**src/rtl/ucode_sequencer.sv**
```systemverilog
// Microprogram sequencer: writable control store, next-address selection and a micro-call stack.
// The stack is built only when UCODE_STACK_EN is defined; otherwise CALL acts as JUMP and RET as INC.
module ucode_sequencer #(
  parameter int UADDR_W     = 5,
  parameter int CW_W        = 30,
  parameter int STACK_DEPTH = 4,
  parameter int RESET_ADDR  = 0
) (
  input  logic               clk,
  input  logic               reset,
  input  logic [1:0]         op,
  input  logic [5:0]         funct,
  input  logic               cond_true,
  input  logic               stall,
  input  logic               wcs_we,
  input  logic [UADDR_W-1:0] wcs_addr,
  input  logic [CW_W-1:0]    wcs_data,
  output logic [CW_W-1:0]    cw,
  output logic [UADDR_W-1:0] upc,
  output logic               stack_ovf,
  output logic               stack_unf
);

  localparam int StoreWords = 2 ** UADDR_W;

  typedef enum logic [2:0] {
    SEQ_JUMP  = 3'b000,
    SEQ_INC   = 3'b001,
    SEQ_DISP1 = 3'b010,
    SEQ_DISP2 = 3'b011,
    SEQ_CBR   = 3'b100,
    SEQ_CALL  = 3'b101,
    SEQ_RET   = 3'b110,
    SEQ_HOLD  = 3'b111
  } seq_e;

  logic [CW_W-1:0]    store_q [StoreWords];
  logic [UADDR_W-1:0] upc_q, upc_d;
  logic [UADDR_W-1:0] na, upc_inc, disp1_off, disp2_off;
  seq_e               seq;

  // Control-store writes are independent of reset and stall.
  always_ff @(posedge clk) begin
    if (wcs_we) store_q[wcs_addr] <= wcs_data;
  end

  assign cw        = store_q[upc_q];
  assign upc       = upc_q;
  assign na        = cw[UADDR_W-1:0];
  assign seq       = seq_e'(cw[UADDR_W+2:UADDR_W]);
  assign upc_inc   = upc_q + 1'b1;
  assign disp1_off = UADDR_W'({op, funct[5]});
  assign disp2_off = UADDR_W'(funct[0]);

  logic unused_funct;
  assign unused_funct = ^funct[4:1];

`ifdef UCODE_STACK_EN
  localparam int DW = $clog2(STACK_DEPTH + 1);
  localparam int SW = (STACK_DEPTH > 1) ? $clog2(STACK_DEPTH) : 1;

  logic [UADDR_W-1:0] stack_q [STACK_DEPTH];
  logic [UADDR_W-1:0] stack_d [STACK_DEPTH];
  logic [DW-1:0]      depth_q, depth_d;
  logic               ovf_q, ovf_d, unf_q, unf_d;

  always_comb begin
    upc_d   = upc_q;
    stack_d = stack_q;
    depth_d = depth_q;
    ovf_d   = ovf_q;
    unf_d   = unf_q;
    if (!stall) begin
      case (seq)
        SEQ_JUMP:  upc_d = na;
        SEQ_INC:   upc_d = upc_inc;
        SEQ_DISP1: upc_d = na + disp1_off;
        SEQ_DISP2: upc_d = na + disp2_off;
        SEQ_CBR:   upc_d = cond_true ? na : upc_inc;
        SEQ_CALL: begin
          upc_d = na;
          if (depth_q < DW'(STACK_DEPTH)) begin
            stack_d[SW'(depth_q)] = upc_inc;
            depth_d               = depth_q + 1'b1;
          end else begin
            ovf_d = 1'b1;
          end
        end
        SEQ_RET: begin
          if (depth_q == '0) begin
            upc_d = UADDR_W'(RESET_ADDR);
            unf_d = 1'b1;
          end else begin
            upc_d   = stack_q[SW'(depth_q - 1'b1)];
            depth_d = depth_q - 1'b1;
          end
        end
        SEQ_HOLD:  upc_d = upc_q;
      endcase
    end
  end

  always_ff @(posedge clk) begin
    if (!reset) begin
      upc_q   <= UADDR_W'(RESET_ADDR);
      depth_q <= '0;
      ovf_q   <= 1'b0;
      unf_q   <= 1'b0;
    end else begin
      upc_q   <= upc_d;
      depth_q <= depth_d;
      ovf_q   <= ovf_d;
      unf_q   <= unf_d;
    end
  end

  // Entries above depth are don't-care, so the stack array itself needs no reset.
  always_ff @(posedge clk) begin
    if (reset) stack_q <= stack_d;
  end

  assign stack_ovf = ovf_q;
  assign stack_unf = unf_q;
`else
  localparam int unused_stack_depth = STACK_DEPTH;

  always_comb begin
    upc_d = upc_q;
    if (!stall) begin
      case (seq)
        SEQ_JUMP:  upc_d = na;
        SEQ_INC:   upc_d = upc_inc;
        SEQ_DISP1: upc_d = na + disp1_off;
        SEQ_DISP2: upc_d = na + disp2_off;
        SEQ_CBR:   upc_d = cond_true ? na : upc_inc;
        SEQ_CALL:  upc_d = na;
        SEQ_RET:   upc_d = upc_inc;
        SEQ_HOLD:  upc_d = upc_q;
      endcase
    end
  end

  always_ff @(posedge clk) begin
    if (!reset) upc_q <= UADDR_W'(RESET_ADDR);
    else        upc_q <= upc_d;
  end

  assign stack_ovf = 1'b0;
  assign stack_unf = 1'b0;
`endif

endmodule

```
**config.mk**
```make
export PLATFORM = sky130hd
export DESIGN_NAME = ucode_sequencer
export DESIGN_NICKNAME = d
export VERILOG_FILES = /design/src/rtl/ucode_sequencer.sv
export SDC_FILE = /design/constraint.sdc
export NUM_CORES = 1
export LEC_CHECK = 0
export ABC_AREA = 1
export CAP_MARGIN = 15
export CORE_UTILIZATION = 26
export CTS_CLUSTER_DIAMETER = 80
export CTS_CLUSTER_SIZE = 24
export DETAILED_ROUTE_END_ITERATION = 6
export GPL_TIMING_DRIVEN = 0
export PLACE_DENSITY = 0.41
export RECOVER_POWER = 100
export REMOVE_ABC_BUFFERS = 1
export SYNTH_ARGS = -nofsm -noshare
export SYNTH_HDL_FRONTEND = slang
export SYNTH_SLANG_ARGS = --single-unit
```
**constraint.sdc**
```tcl
create_clock -name clk -period 7.2 [get_ports clk]
set_input_delay 1.44 -clock clk [delete_from_list [all_inputs] [get_ports clk]]
set_output_delay 1.44 -clock clk [all_outputs]
set_load 0.03 [all_outputs]
```
=== Word-level counts from Yosys, hierarchy flattened ===
Memories as Yosys holds them, arrays and structs flattened. A register that Yosys moved wholly into a read port is not among the register bits.
Index checks and enable logic that the tools add are counted.

* Flip-flop bits (word level): 5
* Memory bits (writable): 960
* Input port bits: 48
* Output and inout port bits: 37
* Word-level logic and storage cells: 24
* Memories: 1

* Add/subtract/negate cells: 3
* Equality and inequality tests: 7
* Muxes and demuxes: 6
* Bitwise operators: 2
* Reductions and logical operators: 4

{| class="wikitable"
|+ Memories
! memory !! depth !! width !! rd ports !! clocked after Yosys merged registers in !! wr ports !! line !! RTL
|-
| store_q || 32 || 30 || 1 || 1 || 1 || 37 || <nowiki>logic [CW_W-1:0] store_q [StoreWords];</nowiki>
|}

{| class="wikitable"
|+ Operators with widths
! operator !! count
|-
| $pmux W5 S5 || 1
|-
| $mux W5 || 3
|-
| $eq A3 B3 Y1 const B || 4
|-
| $eq A3 B2 Y1 const B || 2
|-
| $add A5 B1 Y5 || 1
|-
| $add A5 B1 Y5 const B || 1
|-
| $add A5 B3 Y5 || 1
|-
| $reduce_or A2 Y1 || 2
|-
| $eq A3 B1 Y1 const B || 1
|-
| $logic_not A3 Y1 || 1
|-
| $mux W1 || 2
|-
| $not A1 Y1 || 2
|-
| $reduce_and A2 Y1 || 1
|}

=== Logic depth before layout (Yosys ltp) ===
Gate-level depths: netlist of run 1.

* Depth after elaboration: 5
* Gate-level depth with buffers: 25
* Mapped depth without buffers: 23

=== Worst setup path after synthesis of run 1 ===
Ideal clock, no wire load.

* Path kind: register -> output
* Start point: reg with a tool-made name
* End point: out cw[13]
* Arrival time: 2.059 ns
* Required time: 5.760 ns
* Setup slack: 3.701 ns
* Stages on the path, launching flop included: 11
* Path buffers: 5
* Cell sequence: dfxtp_1 buf_6 inv_8 buf_6 buf_6 buf_4 clkbuf_1 o21ai_0 o221ai_1 nand3_1 a31oi_1

{| class="wikitable"
|+ RTL lines
! item !! line !! RTL
|-
| end, declared || 18 || <nowiki>output logic [CW_W-1:0] cw,</nowiki>
|}

==> out/summary.txt, run 1 <==
category of the critical setup timing path - reg2out
pin count of the biggest net entering global routing - 194
total standard cell area after synthesis - 38710 sq um
area share of xor/xnor cells in the synthesized design - 0.001357
Final Hold Fails - 0
data required time at the worst endpoint - 5760 ps
maximum VDD drop - 0.1932 mV
switching fraction of total power - 0.3339
wire length of the first global-routing pass - 170.0 mm
Final period util - 0.8951
# H-tree levels - 2
total clock buffers created by CTS - 53
initial core utilization - 0.2619
Worst EP arrival - 5000 ps
Max transition margin - -0.8776
Setup Skew - 21.09 ps
count of warnings emitted by yosys - 0
number of maximum-capacitance constraint violations - 41
number of placed I/O pins - 85
compound-gate portion of the synthesized area - 0.09621
number of rows in the core area - 141
adder-cell share of the synthesized area - 0.001810
DIE AREA - 150500 sq um
hold bufs inserted after CTS - 0
cell count after synthesis - 2939
max-slew violations - 585
share of the yosys chip area belonging to registers - 0.7498
Resized Gates After CTS - 0
fill cell total of the finished layout - 15055
run status - complete, but fails checks
Initial DRC Count - 2008
count of nets left with antenna violations after detail routing - 0
total routing usage reported by global routing - 0.1554
drt total wl - 119.9 mm
post-synthesis simple-gate area fraction - 0.1172
drt via density - 4.852
I/O Buffers - 78
combined area of the multi-input logic cells - 8383 sq um
CTS root buffer - sky130_fd_sc_hd__clkbuf_16
via count - 23818
number of distinct library cells after synthesis - 39
share of total power in the clock network - 0.261
weighted congestion reported at the end of routability-driven placement - 0.7008
sum of negative setup slack - 0 ps
vias in the first global route - 23005
main combinational cell family by area after synthesis - simple AND/OR/NAND/NOR gates
# DRC - 8
initial antenna violation count - 9
area used by sequential logic in the layout - 29040 sq um
crit path launch type - flop
detail-routed net length per standard cell - 24.42 microns
Pwr Density - 308.6 nW/um^2
relative area change from synthesis to final layout - 11.95%
Achievable Freq - 155.2 MHz
crit path max fanout - 98
net load switching power - 4.465 mW
placeable core region - 147800 sq um
cell-internal power - 8.908 mW
overall overflow remaining after global route - 0
chip height - 387.9 microns
Seq pwr share - 0.478
failing checks - design-rule violations, max-capacitance violations, max-slew violations
share of cells above drive strength 1 - 0.04333
final total power - 13.37 mW
die extent in x - 387.9 microns
flop and latch count out of synthesis - 970
mean instance size in the synthesized netlist - 13.17 sq um
TritonCTS clock tree - done
CTS sink count - 970
detailed-router iteration count before antenna repair - 7
slew at the pin closest to its max-slew limit - 2806 ps
Longest Clk Path Bufs - 3
endpoint class of the critical path - output port
Gate power share - 0.261
setup-violating endpoint count in the final report - 0
multiplexer area fraction after synthesis - 0
number of nets in the final layout - 2998
leakage power - 13.66 nW
hold crit path type - reg2reg
clock edge transition at the registers on the reported setup and hold paths - 80 ps
Clk Latency, worst-skew pair - 670 ps
post-detail-place hpwl - 68.09 mm
unrepaired setup endpoints after global routing - false
final critical path time including I/O delays and setup - 6445 ps
post-CTS repair timing setup buffer count - 0
-- layout make-up --
class / instances / area share
Antenna cell: 2 / 0.0001155
Sequential cell: 970 / 0.6701
Clock inverter: 31 / 0.008430
Timing Repair Buffer: 156 / 0.03669
Multi-Input combinational cell: 1718 / 0.1934
Inverter: 46 / 0.004706
Clock buffer: 56 / 0.03086
Tap cell: 1930 / 0.05572
-- synth_stat cells (all sizes together) --
library cell  count  share of area
dfxtp            10         0.0052
a31oi            22         0.0036
fa                1        0.00052
nand4             5        0.00081
o22ai            40         0.0065
nand3b            2        0.00039
o31ai             1        0.00019
buf             102          0.019
xnor2             2        0.00045
nor3              1        0.00013
conb              1       0.000097
nor2            441          0.043
inv              46         0.0047
o21ai           378          0.049
edfxtp          960           0.74
a21oi            13         0.0019
clkbuf          104          0.010
or2               7         0.0011
a21o              1        0.00019
o221ai          136          0.031
a32oi            19         0.0043
nand2           368          0.037
ha                4         0.0013
xor2              4        0.00090
nand3           271          0.035
-- routing by layer --
layer	vias to the layer above	share of wire	routed length (microns)	GRT usage
li1	10891	-	-	-
met1	12267	0.50	59610	0.2350
met2	534	0.44	52960	0.2375
met3	118	0.043	5184	0.01893
met4	8	0.017	2067	0.03052
met5	-	0.00041	49	0
-- final timing paths --
| kind | startpoint | to | slack (ps) | cells after the start |
|---|---|---|---|---|
| min reg2reg | upc[1] | flop | 540 | 2 |
| max reg2reg | flop | flop | 1300 | 26 |
| min | upc[1] | flop | 540 | 2 |
| max | flop | cw[7] | 760 | 12 |
-- placed cells by master (no fill, tap or decap), drive strengths merged --
cell type	count
clkdlybuf4s50	17
nand4	5
dlygate4sd3	61
dfxtp	10
o22ai	40
a21o	1
nand3b	2
clkinv	16
o21ai	378
xor2	4
edfxtp	960
xnor2	2
a21oi	13
nor2	441
nor3	1
a32oi	19
inv	53
nand3	271
nand2	368
buf	23
a31oi	22
or2	7
diode	2
clkbuf	111
fa	1
o31ai	1
conb	2
bufinv	5
ha	4
o221ai	136
clkinvlp	3
-- power by group through the flow --
| stage | logic, mW | clock network (mW) | registers [mW] |
|---|---|---|---|
| 6_report | 3.49 | 3.49 | 6.39 |
| 5_1_grt | 3.83 | 3.77 | 6.41 |
| 4_1_cts | 3.63 | 3.61 | 6.40 |
| 3_5_place_dp | 3.62 | 0 | 6.53 |
| 3_3_place_gp | 3.44 | 0 | 6.96 |
| 2_1_floorplan | 2.01 | 0 | 6.66 |
-- cells by family (layout without fill, tap and decap cells) --
logic type | count (synthesis) | count (layout)
other | 1 | 4
AND/OR/NAND/NOR | 1095 | 1095
adder cells (fa/ha/maj) | 5 | 5
flip-flops | 970 | 970
buffers and inverters | 252 | 289
AO/OA/AOI/OAI | 610 | 610
XOR/XNOR | 6 | 6
-- sequential cells by signal (all words and copies together) (netlist names), named ones only --
signal	count
upc	5
store_q	960
-- metrics by stage --
stage                     setup slack, ps    util  instances  area, sq um  hold slack [ps]
after CTS                           828.2  0.3026       4906        44730            546.5
after detailed placement             1600  0.2911       4819        43030            532.5
after global routing                372.3  0.2931       4907        43340            584.8
after floorplan                     -6712       -       2734        37600            630.1
after global placement             -23780  0.2760       4742        40800            526.3
final                               755.3  0.2932       4909        43340            544.0
-- critical path, stage by stage, from the launching register on --
cell	delay (ps)
sky130_fd_sc_hd__dfxtp_2	1060
sky130_fd_sc_hd__buf_16	300
sky130_fd_sc_hd__buf_16	310
sky130_fd_sc_hd__inv_4	330
sky130_fd_sc_hd__buf_16	400
sky130_fd_sc_hd__nand3_1	180
sky130_fd_sc_hd__nand3_1	100
sky130_fd_sc_hd__nand2_1	80
sky130_fd_sc_hd__nand2_1	50
sky130_fd_sc_hd__nand2_1	160
sky130_fd_sc_hd__nand2_1	120
sky130_fd_sc_hd__nand2_1	350
sky130_fd_sc_hd__dlygate4sd3_1	820
Note: power is estimated with default switching activity, not from simulation.
==> run 2: changes to the inputs <==
Settings changed: CAP_MARGIN 15 to default, GPL_TIMING_DRIVEN 0 to default.
==> run 2 against run 1 <==
  * The flow finishes with violations (max-capacitance violations, max-slew violations)
  * Power is 1.1% lower
  * Sequential power barely moved
  * Core utilization decreased by 0.36 points
  * Worst hold slack better by 5.9 ps
  * Via count fell by 0.50%
  * Clock-buffer cell count up 4
  * First-iteration DRC count grew 3.2%
==> out/summary.txt, run 2 (synthesized netlist as in run 1, its figures left out) <==
leakage power - 13.46 nW
overall overflow remaining after global route - 0
number of nets in the final layout - 2973
fill cell total of the finished layout - 15095
post-detail-place hpwl - 61.93 mm
# DRC - 0
final critical path time including I/O delays and setup - 6280 ps
TritonCTS clock tree - done
slew at the pin closest to its max-slew limit - 3540 ps
most common library cell in the layout ignoring fill and taps - sky130_fd_sc_hd__edfxtp_1
Achievable Freq - 159.2 MHz
max-slew violations - 882
wire length of the first global-routing pass - 170.9 mm
CTS sink count - 970
placeable core region - 147800 sq um
I/O Buffers - 78
crit path max fanout - 151
number of flip-flops under the largest register name - 960
initial core utilization - 0.2619
antenna cells - 0
Max transition margin - -1.369
drt via density - 4.861
vias in the first global route - 22767
Initial DRC Count - 2073
Final period util - 0.8722
endpoint class of the critical path - output port
pin count of the biggest net entering global routing - 190
drt total wl - 120.0 mm
die extent in x - 387.9 microns
number of maximum-capacitance constraint violations - 51
Worst EP arrival - 4840 ps
relative area change from synthesis to final layout - 10.58%
unrepaired setup endpoints after global routing - false
via count - 23700
sum of negative setup slack - 0 ps
hold bufs inserted after CTS - 0
data required time at the worst endpoint - 5760 ps
chip height - 387.9 microns
# H-tree levels - 2
worst hold slack - 549.9 ps
number of rows in the core area - 141
register with the highest flop count - store_q
failing checks - max-capacitance violations, max-slew violations
detailed-router iteration count before antenna repair - 5
count of nets left with antenna violations after detail routing - 0
number of placed I/O pins - 85
Pwr Density - 308.9 nW/um^2
maximum VDD drop - 0.2163 mV
setup-violating endpoint count in the final report - 0
Resized Gates After CTS - 0
Longest Clk Path Bufs - 3
Clk Latency, worst-skew pair - 680 ps
crit path launch type - flop
category of the critical setup timing path - reg2out
Final Hold Fails - 0
Setup Skew - 22.44 ps
total clock buffers created by CTS - 50
detail-routed net length per standard cell - 24.62 microns
weighted congestion reported at the end of routability-driven placement - 0.7312
share of cells above drive strength 1 - 0.03938
clock edge transition at the registers on the reported setup and hold paths - 100 ps
CTS root buffer - sky130_fd_sc_hd__clkbuf_16
final non-filler cell total - 4876
DIE AREA - 150500 sq um
hold crit path type - reg2reg
core utilization of the finished layout - 0.2896
initial antenna violation count - 11
most frequent cells in the layout - sky130_fd_sc_hd__edfxtp_1 (960), sky130_fd_sc_hd__nor2_1 (441), sky130_fd_sc_hd__o21ai_0 (360)
area of all placed cells without fillers - 42810 sq um
total routing usage reported by global routing - 0.1560
post-CTS repair timing setup buffer count - 0
run status - complete, but fails checks
cell count after placement - 4798
Area after DPL - 41580 sq um
[run 2: changes by cell type in the layout (fill, tap and decap cells not counted), moves of 3 or more]
cell | before | now
sky130_fd_sc_hd__buf_16 | 19 | 0
sky130_fd_sc_hd__clkbuf_1 | 58 | 41
sky130_fd_sc_hd__clkbuf_2 | 0 | 5
sky130_fd_sc_hd__clkinv_4 | 4 | 1
sky130_fd_sc_hd__clkinvlp_4 | 3 | 0
sky130_fd_sc_hd__clkdlybuf4s50_1 | 17 | 20
sky130_fd_sc_hd__dlygate4sd3_1 | 61 | 58
sky130_fd_sc_hd__buf_4 | 0 | 11
[run 2: routing by layer]
layer | vias up | wire, microns | GRT usage
met3 | 126 | 5950 | 0.02218
met1 | 12176 | 55580 | 0.2187
met2 | 566 | 56250 | 0.2545
met4 | 14 | 2179 | 0.03442
met5 | - | 82 | 0
li1 | 10818 | - | -
[run 2: final timing paths]
| check | from | end | slack [ps] | cells after the start |
|---|---|---|---|---|
| hold / removal | upc[1] | flop | 550 | 2 |
| hold reg to reg | upc[1] | flop | 550 | 2 |
| setup / recovery | flop | cw[4] | 920 | 10 |
| setup reg to reg | flop | flop | 1820 | 23 |
[run 2: layout make-up]
type,count,area [sq um],area share
inverter,46,209.0,0.004881
clock buffer,60,1353,0.03159
sequential,970,29040,0.6784
clock inverter,18,272.8,0.006371
multi-input combinational,1718,8382,0.1958
tap,1930,2415,0.05641
timing repair buffer,134,1136,0.02654
[run 2: per-stage QoR]
stage	power, mW	setup slack, ps
CTS	13.46	1050
global route	13.84	570.0
finish	13.22	919.9
floorplan	8.675	-6712
detailed placement	10.05	1808
global placement	10.06	1802
[run 2: critical path, cell delays in order, from the launching register on]
cell	delay, ps
sky130_fd_sc_hd__dfxtp_4	830
sky130_fd_sc_hd__clkinv_8	790
sky130_fd_sc_hd__clkbuf_2	740
sky130_fd_sc_hd__nand3_1	260
sky130_fd_sc_hd__nand3_1	110
sky130_fd_sc_hd__nand2_1	120
sky130_fd_sc_hd__nand2_1	50
sky130_fd_sc_hd__nand2_1	80
sky130_fd_sc_hd__nor2_1	60
sky130_fd_sc_hd__a21oi_2	270
sky130_fd_sc_hd__dlygate4sd3_1	840
[run 2: power breakdown]
| part | total, mW | internal [mW] | switching, mW |
|---|---|---|---|
| registers | 6.39 | 6.29 | 0.0989 |
| logic | 3.40 | 0.954 | 2.45 |
| clock network | 3.44 | 1.54 | 1.89 |
